**src/rtl/hazard_scheduler.sv**
```systemverilog
// hazard_scheduler: pipeline forwarding, load-use/branch hazard control and a multi-cycle mul/div stall FSM.
module hazard_scheduler #(
  parameter int MUL_CYCLES = 3,
  parameter int DIV_CYCLES = 34
) (
  input  logic       clk,
  input  logic       rst_n,
  input  logic [4:0] Rs1D,
  input  logic [4:0] Rs2D,
  input  logic [4:0] Rs1E,
  input  logic [4:0] Rs2E,
  input  logic [4:0] RdE,
  input  logic [4:0] RdM,
  input  logic [4:0] RdW,
  input  logic       RegWriteM,
  input  logic       RegWriteW,
  input  logic [1:0] ResultSrcE,
  input  logic       PCSrcE,
  input  logic       MdReqE,
  input  logic       MdDivE,
  output logic [1:0] ForwardAE,
  output logic [1:0] ForwardBE,
  output logic       StallF,
  output logic       StallD,
  output logic       StallE,
  output logic       FlushD,
  output logic       FlushE,
  output logic       BubbleM,
  output logic       MdStartE,
  output logic       MdDoneE,
  output logic       MdBusy
);
  typedef enum logic [1:0] {IDLE, BUSY, DONE} state_t;
  localparam logic [5:0] MUL_LD = 6'(MUL_CYCLES - 3);
  localparam logic [5:0] DIV_LD = 6'(DIV_CYCLES - 3);
  state_t state;
  logic [5:0] cnt;
  logic md_start, md_stall, lw_stall, m_a, m_b, w_a, w_b;
  always_comb begin
    m_a = RegWriteM && RdM != 5'd0 && RdM == Rs1E;
    m_b = RegWriteM && RdM != 5'd0 && RdM == Rs2E;
    w_a = RegWriteW && RdW != 5'd0 && RdW == Rs1E;
    w_b = RegWriteW && RdW != 5'd0 && RdW == Rs2E;
    lw_stall = ResultSrcE == 2'b01 && RdE != 5'd0 && (RdE == Rs1D || RdE == Rs2D);
    md_start = state == IDLE && MdReqE && !PCSrcE;
    // A request dropped mid-operation releases the pipeline in that same cycle.
    md_stall = !PCSrcE && (md_start || (state == BUSY && MdReqE));
    ForwardAE = !rst_n ? 2'b00 : m_a ? 2'b10 : w_a ? 2'b01 : 2'b00;
    ForwardBE = !rst_n ? 2'b00 : m_b ? 2'b10 : w_b ? 2'b01 : 2'b00;
    StallF   = rst_n && !PCSrcE && (md_stall || lw_stall);
    StallD   = rst_n && !PCSrcE && (md_stall || lw_stall);
    StallE   = rst_n && md_stall;
    BubbleM  = rst_n && md_stall;
    FlushD   = rst_n && PCSrcE;
    FlushE   = rst_n && (PCSrcE || (lw_stall && !md_stall));
    MdStartE = rst_n && md_start;
    MdDoneE  = rst_n && state == DONE;
    MdBusy   = rst_n && state != IDLE;
  end
  always_ff @(posedge clk or negedge rst_n) begin
    if (!rst_n) begin
      state <= IDLE;
      cnt <= 6'd0;
    end else begin
      case (state)
        IDLE: if (md_start) begin
          state <= BUSY;
          cnt <= MdDivE ? DIV_LD : MUL_LD;
        end
        BUSY: if (!MdReqE) begin
          state <= IDLE;
          cnt <= 6'd0;
        end else if (cnt == 6'd0) state <= DONE;
        else cnt <= cnt - 6'd1;
        default: state <= IDLE;
      endcase
    end
  end
endmodule
```
**config.mk**
```make
export PLATFORM = sky130hd
export DESIGN_NAME = hazard_scheduler
export DESIGN_NICKNAME = d
export VERILOG_FILES = /design/src/rtl/hazard_scheduler.sv
export SDC_FILE = /design/constraint.sdc
export NUM_CORES = 1
export LEC_CHECK = 0
export BUFFER_PORTS_ARGS = -buffer_cell sky130_fd_sc_hd__buf_4
export CAP_MARGIN = 20
export CELL_PAD_IN_SITES_DETAIL_PLACEMENT = 1
export CELL_PAD_IN_SITES_GLOBAL_PLACEMENT = 1
export CORE_ASPECT_RATIO = 0.6
export CORE_MARGIN = 3
export CORE_UTILIZATION = 27
export DETAILED_ROUTE_END_ITERATION = 10
export PLACE_DENSITY_LB_ADDON = 0.25
export SETUP_SLACK_MARGIN = 0.02
export SYNTH_ARGS = -nofsm -noshare
export SYNTH_HDL_FRONTEND = slang
export SYNTH_SLANG_ARGS = --single-unit
export TNS_END_PERCENT = 30
```
**constraint.sdc**
```tcl
create_clock -name clk -period 1.48 [get_ports clk]
set_input_delay 0.148 -clock clk [delete_from_list [all_inputs] [get_ports clk]]
set_output_delay 0.148 -clock clk [all_outputs]
set_load 0.02 [all_outputs]
```
==> metrics.md <==
| Metric | Value |
|---|---|
| Worst slew pin tran | 0.4286 ns |
| Final core occ | between 50 and 60% |
| Hold_sp | PCSrcE |
| Root buffer cell | clkbuf_8 |
| CP Launch Point | cnt[0]$_DFFE_PN0P_ |
| Clock slew at reported path FFs | 0.04 ns |
| DR pass1 iterations | 4 |
| Register area share after synthesis | 20.33% |
| R2R Path End | cnt[3]$_DFFE_PN0P_ |
| Relative slew slack | a little under three quarters |
| Initial core utilization | 29.11% |
| Post-Place Cell Area | 0.001658 sq mm |
| Mapped Cells | 123 |
| Async SR Flop Fraction | 100.0% |
| Slack of the critical path | -0.1994 ns |
| Post-synth EDFFs | 0 |
| Vias/cell | 5.075 |
| Maxcap violations | 0 |
| Violated checks | negative setup slack |
| Rows | 16 |
| CP Max Fanout | 3 |
| Die Wd | 83.97 microns |
| Psw | 532.9 uW |
| Combinational power share | a little under 60% |
| Inserted Clock Buffers | 3 |
| Gr usage total | approximately a fifth |
| Max VDD drop | about 500 uV |
| Reg-to-Reg Start | cnt[0]$_DFFE_PN0P_ |
| Setup TNS | -1.009 ns |
| Final Critical Period | 1.679 ns |
| TritonCTS clock tree | done |
| Routed Wire Length | 4586 microns |
| Average cell area after synthesis | 8.006 sq um |
| Placed Cells incl. Taps | 244 |
| Worst Path Arrival | 1.81 ns |
| Commonest cells after routing, fill and taps aside | buf_4, xor2_1, nor2_1, dfrtp_1, buf_6 |
| WL per Instance | about 18 microns |
| Clk sinks | 8 |
| Post-synth top area share | 21.35% |
| Fin cells | 253 |
| CORE AREA | roughly 0.0034 sq mm |
| Vias | 1,284 |
| Final HPWL DP | about 3500 microns |
| Dominant cell type by area after synthesis | xor2_1 |
| Pin count of the biggest net entering global routing | 11 |
| Most common cell after layout, fill and taps aside | buf_4 |
| Status | finished, violations left |
| Layout fillers | 407 |
| Yosys warns | 0 |
| Final setup violation count | 9 |
| Hold Crit Class | input port to flip-flop |
| Area contributors post-synth | xor2_1, dfrtp_1, xnor2_1 |
| Gpl congestion | 0.8386 |
| Skew-Pair Late Insertion Delay | 0.23 ns |
| Switch share | 38.04% |
| Mapped cell area | around 980 sq um |
| Worst Path Required | 1.61 ns |
| FF-to-FF path depth | 6 |
| Worst reg2reg setup slack | -0.20 ns |
| First-pass GRT wire length | approximately 7000 microns |
| Most used flip-flop cell after synthesis | dfrtp_1 |
| Number of synthesized register bits | 8 |
| Post-route ant nets | 0 |
| Worst Skew | ~0.0013 ns |
| Critical Path Start Type | flip-flop |
| Syn nets | 169 |
| Initial antenna violation count | 0 |
| Count of cell types in the netlist | 35 |
| Lkg Pwr | 0.8741 nW |
| Number of remaining DRC errors | 0 |
| Clock buffer depth | 2 |
| Crit path kind | flip-flop to flip-flop |
| Slew Limit Fails | 0 |
| Die Y | 52.78 microns |
| Clock power frac | 19.6% |
| I/O pin cnt | 57 |
| Int Pwr | 868.1 uW |
| Critical path endpoint category | flip-flop |
| Number of diodes | 0 |
| # nets final | 256 |
| Sequential Power Share | 21.0% |
| Crit share post-route | 113.5% |
| Fin Hold WS | about 0.26 ns |
| H-tree depth | 1 |
| Total gr overflow | 0 |
| Final hold violation count | 0 |
| Die area | 0.004432 sq mm |
| Crit path to | cnt[3]$_DFFE_PN0P_ |
| Starting DRT DRC Count | 34 |
| Synth-to-Final Area Change | 96.06% |
| Port Buffers | 56 |
| Final Cell Area | 0.001931 sq mm |
| RSZ-0062 raised after global routing | true |
| Power Dens Cells | just over 700 mW/mm^2 |
| Vias in the first global route | between 1,000 and 1,500 |
| Fraction of layout cells with a size suffix above 1 | 58.17% |
| Max frequency | 595.4 MHz |
[worst min-delay path by stage]
| stage | end | slack (ns) | cells past startpoint |
|---|---|---|---|
| final | state[0]$_DFFE_PN0P_ | 0.26 | 4 |
| after global routing | state[0]$_DFFE_PN0P_ | 0.30 | 4 |
| after CTS | state[0]$_DFFE_PN0P_ | 0.26 | 4 |
| after detailed placement | cnt[3]$_DFFE_PN0P_ | -0.02 | 1 |
| after global placement | cnt[3]$_DFFE_PN0P_ | -0.03 | 1 |
| after floorplan | cnt[0]$_DFFE_PN0P_ | -0.15 | 0 |
[layer usage]
layer | routed length [microns] | share of wire (%) | global-route usage (%) | vias to the layer above
li1 | - | - | - | 606
met2 | 2269 | 49 | 36.41 | 40
met5 | 0 | 0 | 0 | -
met3 | 238 | 5.2 | 5.495 | 8
met1 | 2004 | 44 | 26.27 | 630
met4 | 74 | 1.6 | 5.348 | 0
[synthesized netlist by cell type, types with 3 or more instances]
cell type  count
xor2_1        24
nor2_1        12
dfrtp_1        8
nor3_1         8
inv_1          7
nor4_1         6
xnor2_1        6
a21oi_1        5
nand2_1        4
o21ai_0        4
nor2b_1        3
or4_1          3
[registers in the layout (all words and copies together) (netlist names)]
signal	flops
cnt	6
state	2
[power by group through the flow]
stage	sequential (mW)	combinational [mW]	clock, mW
global route	0.298	0.891	0.293
global placement	0.289	0.621	0
finish	0.294	0.833	0.274
CTS	0.292	0.754	0.285
detailed placement	0.293	0.656	0
floorplan	0.306	0.295	0
[cell families (layout without fill, tap and decap cells)]
| kind of cell | count (synthesis) | count (layout) | share of synthesized area (%) |
|---|---|---|---|
| flops | 8 | 8 | 20.33 |
| fa+ha+maj | 2 | 2 | 2.541 |
| xor+xnor | 30 | 30 | 26.68 |
| simple gates | 49 | 49 | 29.23 |
| compound gates | 21 | 21 | 14.74 |
| mux | 1 | 1 | 1.017 |
| buf+inv | 12 | 97 | 5.464 |
[cell type report]
cell class | instances | area, sq um | area share, %
repair buffers | 87 | 688.2 | 35.64
clock buffers | 3 | 41.29 | 2.139
flip-flops and latches | 8 | 200.2 | 10.37
multi-input cells | 103 | 918.4 | 47.57
well taps | 45 | 56.30 | 2.916
inverters | 7 | 26.28 | 1.361
[worst max-delay path, stage by stage, from the launching register on]
cell,delay (ns)
dfrtp_1,0.37
inv_2,0.07
ha_4,0.16
nor4b_4,0.13
buf_4,0.16
or3_4,0.40
a221oi_2,0.30
[per-stage QoR]
stage          setup slack (ns)  total power, mW
2_1_floorplan           -0.1422           0.6009
3_3_place_gp            -0.2127           0.9100
3_5_place_dp            -0.2519           0.9490
4_1_cts                 -0.1498            1.331
5_1_grt                 -0.2363            1.482
6_report                -0.1994            1.401
[repair_timing]
item | in CTS | in global routing
hold buffers | 2 | 0
gates resized for setup | 27 | 11
pin swaps | 20 | 12
setup buffers | 2 | 2
endpoints found under the setup margin | 15 | 14
cloned | 0 | 0
hold endpoints to repair | 8 | 0
No activity file was read; power rests on OpenSTA's default activity.
